<file path="src/rtl/pipeline_hazard_ctrl.sv">
// Stall/flush sequencer for the 5-stage MIPS pipeline: load-use bubble, branch squash, dmem freeze.
// Optional PERF_COUNTERS_EN adds saturating stall/flush/wait counters.
module pipeline_hazard_ctrl #(
    parameter int MEM_TIMEOUT = 16,
    parameter int CNT_W       = 16
) (
    input  logic        clk,
    input  logic        reset,
    input  logic [4:0]  id_rs,
    input  logic [4:0]  id_rt,
    input  logic        id_uses_rt,
    input  logic        ex_mem_read,
    input  logic [4:0]  ex_rt,
    input  logic        mem_branch_taken,
    input  logic        mem_access,
    input  logic        dmem_ready,
    output logic        pc_write,
    output logic        if_id_write,
    output logic        if_id_flush,
    output logic        id_ex_flush,
    output logic        ex_mem_flush,
    output logic        pipe_freeze,
    output logic        mem_req,
    output logic        mem_err,
    output logic [1:0]  state
`ifdef PERF_COUNTERS_EN
    ,
    output logic [CNT_W-1:0] stall_cnt,
    output logic [CNT_W-1:0] flush_cnt,
    output logic [CNT_W-1:0] wait_cnt
`endif
);

    localparam int TMO_W = $clog2(MEM_TIMEOUT) + 1;
    localparam logic [TMO_W-1:0] TMO_LAST = TMO_W'(MEM_TIMEOUT - 1);

    if (MEM_TIMEOUT < 2 || CNT_W < 1) begin : g_bad_params
        $error("pipeline_hazard_ctrl: MEM_TIMEOUT must be >= 2 and CNT_W >= 1");
    end

    typedef enum logic [1:0] {
        ST_RUN      = 2'd0,
        ST_LU_STALL = 2'd1,
        ST_MEM_WAIT = 2'd2,
        ST_FLUSH    = 2'd3
    } state_t;

    state_t           state_r;
    state_t           state_nxt_s;
    logic [TMO_W-1:0] tmo_cnt_r;
    logic             mem_err_r;
    logic             wait_s;
    logic             branch_s;
    logic             lu_s;

    function automatic logic load_use_hit(
        input logic       mem_read,
        input logic [4:0] dst,
        input logic [4:0] rs,
        input logic [4:0] rt,
        input logic       uses_rt
    );
        load_use_hit = mem_read && (dst != 5'd0) &&
                       ((dst == rs) || (uses_rt && (dst == rt)));
    endfunction

    // Event classification in priority order; the MEM_WAIT exit cycle is treated like RUN.
    always_comb begin
        wait_s   = 1'b0;
        branch_s = 1'b0;
        lu_s     = 1'b0;
        if (state_r == ST_MEM_WAIT) begin
            wait_s = !dmem_ready;
        end else begin
            wait_s = mem_access && !dmem_ready;
        end
        branch_s = mem_branch_taken && !wait_s;
        if ((state_r == ST_RUN) || (state_r == ST_MEM_WAIT)) begin
            lu_s = !wait_s && !branch_s &&
                   load_use_hit(ex_mem_read, ex_rt, id_rs, id_rt, id_uses_rt);
        end else begin
            lu_s = 1'b0;
        end
    end

    // Same-cycle control outputs and next-state selection.
    always_comb begin
        pc_write     = 1'b1;
        if_id_write  = 1'b1;
        if_id_flush  = 1'b0;
        id_ex_flush  = 1'b0;
        ex_mem_flush = 1'b0;
        pipe_freeze  = 1'b0;
        mem_req      = mem_access;
        state_nxt_s  = ST_RUN;
        if (reset) begin
            pc_write     = 1'b0;
            if_id_write  = 1'b0;
            if_id_flush  = 1'b1;
            id_ex_flush  = 1'b1;
            ex_mem_flush = 1'b1;
            mem_req      = 1'b0;
            state_nxt_s  = ST_RUN;
        end else if (wait_s) begin
            pipe_freeze  = 1'b1;
            pc_write     = 1'b0;
            if_id_write  = 1'b0;
            state_nxt_s  = ST_MEM_WAIT;
        end else if (branch_s) begin
            if_id_flush  = 1'b1;
            id_ex_flush  = 1'b1;
            ex_mem_flush = 1'b1;
            state_nxt_s  = ST_FLUSH;
        end else if (lu_s) begin
            pc_write     = 1'b0;
            if_id_write  = 1'b0;
            id_ex_flush  = 1'b1;
            state_nxt_s  = ST_LU_STALL;
        end else begin
            state_nxt_s  = ST_RUN;
        end
    end

    // FSM state, timeout counter and sticky error flag.
    always_ff @(posedge clk) begin
        if (reset) begin
            state_r   <= ST_RUN;
            tmo_cnt_r <= {TMO_W{1'b0}};
            mem_err_r <= 1'b0;
        end else begin
            state_r <= state_nxt_s;
            if (wait_s) begin
                // Counts every frozen cycle, including the one that enters MEM_WAIT.
                if (tmo_cnt_r == TMO_LAST) begin
                    mem_err_r <= 1'b1;
                end else begin
                    tmo_cnt_r <= tmo_cnt_r + {{(TMO_W-1){1'b0}}, 1'b1};
                end
            end else begin
                tmo_cnt_r <= {TMO_W{1'b0}};
            end
        end
    end

    assign state   = state_r;
    assign mem_err = mem_err_r;

`ifdef PERF_COUNTERS_EN
    logic [CNT_W-1:0] stall_cnt_r;
    logic [CNT_W-1:0] flush_cnt_r;
    logic [CNT_W-1:0] wait_cnt_r;

    // Saturating performance counters.
    always_ff @(posedge clk) begin
        if (reset) begin
            stall_cnt_r <= {CNT_W{1'b0}};
            flush_cnt_r <= {CNT_W{1'b0}};
            wait_cnt_r  <= {CNT_W{1'b0}};
        end else begin
            if (!pc_write && (stall_cnt_r != {CNT_W{1'b1}})) begin
                stall_cnt_r <= stall_cnt_r + {{(CNT_W-1){1'b0}}, 1'b1};
            end else begin
                stall_cnt_r <= stall_cnt_r;
            end
            if (branch_s && (flush_cnt_r != {CNT_W{1'b1}})) begin
                flush_cnt_r <= flush_cnt_r + {{(CNT_W-1){1'b0}}, 1'b1};
            end else begin
                flush_cnt_r <= flush_cnt_r;
            end
            if ((state_r == ST_MEM_WAIT) && (wait_cnt_r != {CNT_W{1'b1}})) begin
                wait_cnt_r <= wait_cnt_r + {{(CNT_W-1){1'b0}}, 1'b1};
            end else begin
                wait_cnt_r <= wait_cnt_r;
            end
        end
    end

    assign stall_cnt = stall_cnt_r;
    assign flush_cnt = flush_cnt_r;
    assign wait_cnt  = wait_cnt_r;
`endif

endmodule

</file>
<file path="config.mk">
export PLATFORM = sky130hd
export DESIGN_NAME = pipeline_hazard_ctrl
export DESIGN_NICKNAME = d
export VERILOG_FILES = /design/src/rtl/pipeline_hazard_ctrl.sv
export SDC_FILE = /design/constraint.sdc
export NUM_CORES = 1
export LEC_CHECK = 0
export ABC_AREA = 1
export BUFFER_PORTS_ARGS = -buffer_cell sky130_fd_sc_hd__buf_4
export CELL_PAD_IN_SITES_DETAIL_PLACEMENT = 0
export CELL_PAD_IN_SITES_GLOBAL_PLACEMENT = 2
export CORE_MARGIN = 10
export CORE_UTILIZATION = 20
export CTS_CLUSTER_DIAMETER = 30
export DETAILED_ROUTE_END_ITERATION = 16
export PLACE_DENSITY_LB_ADDON = 0.1
export REMOVE_ABC_BUFFERS = 1
export SLEW_MARGIN = 5
export SYNTH_ARGS = -nofsm -noshare
export SYNTH_HDL_FRONTEND = slang
export SYNTH_SLANG_ARGS = --single-unit
</file>
<file path="constraint.sdc">
create_clock -name clk -period 1.6 [get_ports clk]
set_clock_uncertainty 0.05 [all_clocks]
set_input_delay 0.16 -clock clk [delete_from_list [all_inputs] [get_ports clk]]
set_output_delay 0.16 -clock clk [all_outputs]
set_load 0.005 [all_outputs]
</file>
==> reports/qor.csv <==
metric;value;unit
status;finished, final reports clean;
p_switching;0.000151;W
die_area;5770;um^2
clk-insertion-delay-late;250;ps
start_util;0.207;
vias;684;
grt-ovfl-total;0;
core;3030;um^2
grt_use_total;0.0592;
slew_headroom;0.850;
holdWs;35.7;ps
cts_buffers;3;
synth_area;627;um^2
first_pass_iters;3;
switching_share;0.284;
seqPwrFrac;0.395;
io_buffers;31;
synth.distinct_cells;19;
rows;20;
drt-total-wl;1690;um
avgSynthCellArea;5.91;um^2
drtIter0Drc;26;
synth_top_area_cell;dfxtp_1;
period_minus_slack;1530;ps
detail_route.wl_per_cell;9.00;um
clockBufferDepth;2;
die_w;76.0;um
cts_root_buf;clkbuf_4;
ios;32;
peakVddDrop;286;uV
ys_top_cells_by_area;dfxtp_1 26%, nand2_1 20%, inv_1 10%;
grt_max_degree;7;
nets;170;
finalCritPeriodShare;0.954;
stdcell_count;188;
synth.top_cells.by_count;33 x nand2_1, 17 x inv_1, 13 x nor2_1;
synthMostInstantiatedCell;nand2_1;
cp_data_required_time;1390;ps
cts_tree;yes;
cp-end-kind;output pin;
synth-async-reset-ratio;0;
htreeDepth;1;
pwr-share-clk;0.296;
final-seq-area;163;um^2
synth_top_area_frac;0.255;
die_h;76.0;um
cts_sinks;8;
syn_inst;106;
p_comb_frac;0.308;
grt_setup_unrepaired;yes;
crit_type;flip-flop to output pin;
area_delta_synth_final;57.3;%
cp_max_fo;6;
antenna_left;0;
worstPathArrival;1320;ps
dp_hpwl;1460;um
setup_viol;0;
drc;0;
grt_pass1_vias;659;
dp.cells;179;
synth_seq_area_share;0.255;
multiInputGateArea;382;um^2
grt_pass1_wl;2920;um
tightest_slew;224;ps
yosysWarnings;0;
fmax;655;MHz
power.density;537;nW/um^2
fill_cells;350;
clk_pin_slew;60;ps
synth_ff_type;dfxtp_1;
synth-edff-count;0;
drive_gt1_frac;0.444;
cp-start-kind;flip-flop;
p_leak;0.542;nW
place.gp.congestion;0.736;
antennaDiodeCount;0;
viasPerCell;3.64;
internal_power;0.000379;W
hold_class;input port to flip-flop;
drv_slew;0;
antenna_found_initial;0;
drv_cap;0;
hold_viol_final;0;
ys_ff_latch;8;
area by class of cell:
type / instances / share of cell area
Inverter: 23 / 0.0876
Multi-Input combinational cell: 73 / 0.387
Tap cell: 44 / 0.0558
Clock buffer: 3 / 0.0228
Sequential cell: 8 / 0.165
Timing Repair Buffer: 37 / 0.282
flip-flops by register name (all words and copies together), names as in the netlist:
register and flops:
tmo_cnt_r 5, state 2, mem_err 1
power groups by stage:
stage          sequential (W)  combinational [W]  clock [W]
2_1_floorplan        0.000213          0.0000692          0
4_1_cts              0.000209           0.000154   0.000165
5_1_grt              0.000210           0.000186   0.000174
3_3_place_gp         0.000213           0.000152          0
6_report             0.000209           0.000163   0.000157
3_5_place_dp         0.000213           0.000152          0
stage by stage:
step                TNS [ps]   util  power, W  instance area [um^2]  setup slack [ps]
finish                     0  0.326  0.000530                   986              73.4
global route           -90.5  0.326  0.000571                   986             -39.9
CTS                        0  0.306  0.000528                   926              15.8
detailed placement         0  0.297  0.000365                   900              15.6
global placement           0  0.297  0.000365                   900              45.1
floorplan                  0      -  0.000282                   612               120
layout by cell type (no fill, tap or decap), types with 2 or more instances in the layout:
master    count
nand3_1       4
dfxtp_2       2
a21oi_2       3
buf_4        37
dfxtp_1       6
o21ai_1       2
xor2_1        2
nand2_2       5
inv_1        14
nor2_1       12
a21oi_1       3
nand2_1      32
clkbuf_4      3
nor2_2        2
inv_2         9
per-layer routing:
| metal | track usage | vias to the layer above | routed length [um] |
|---|---|---|---|
| li1 | - | 394 | - |
| met2 | 0.0884 | 20 | 732 |
| met5 | 0 | - | 0 |
| met3 | 0.0342 | 0 | 139 |
| met1 | 0.0716 | 270 | 820 |
| met4 | 0.0114 | 0 | 0 |
kinds of logic after synthesis:
group / Yosys count / share of synthesized area
XOR/XNOR: 3 / 0.0419
AO/OA/AOI/OAI: 10 / 0.114
buffers and inverters: 25 / 0.162
flip-flops: 8 / 0.255
adder cells (fa/ha/maj): 2 / 0.0399
AND/OR/NAND/NOR: 58 / 0.387
worst paths after layout:
path / start / end / cells after the start / slack [ps]
max: state[1] / pipe_freeze / 8 / 70
max reg2reg: tmo_cnt_r[0] / tmo_cnt_r[3] / 7 / 150
min: reset / state[1] / 2 / 40
min reg2reg: mem_err / mem_err / 2 / 410
worst max-delay path: stages (launching register included):
cell and delay, ps:
dfxtp_2 320, inv_2 40, nor2_2 40, o21bai_4 170
inv_2 60, buf_4 130, nand2_2 110, inv_2 50
buf_4 130
what timing repair did:
action / 4_1_cts / 5_1_grt
gates resized for setup: 1 / 9
pin swaps: 0 / 5
cloned: 0 / 0
setup buffers: 0 / 6
endpoints found under the hold margin: 0 / 0
setup endpoints to repair: 2 / 6
hold buffers: 0 / 0
(Power assumes the default switching activity.)
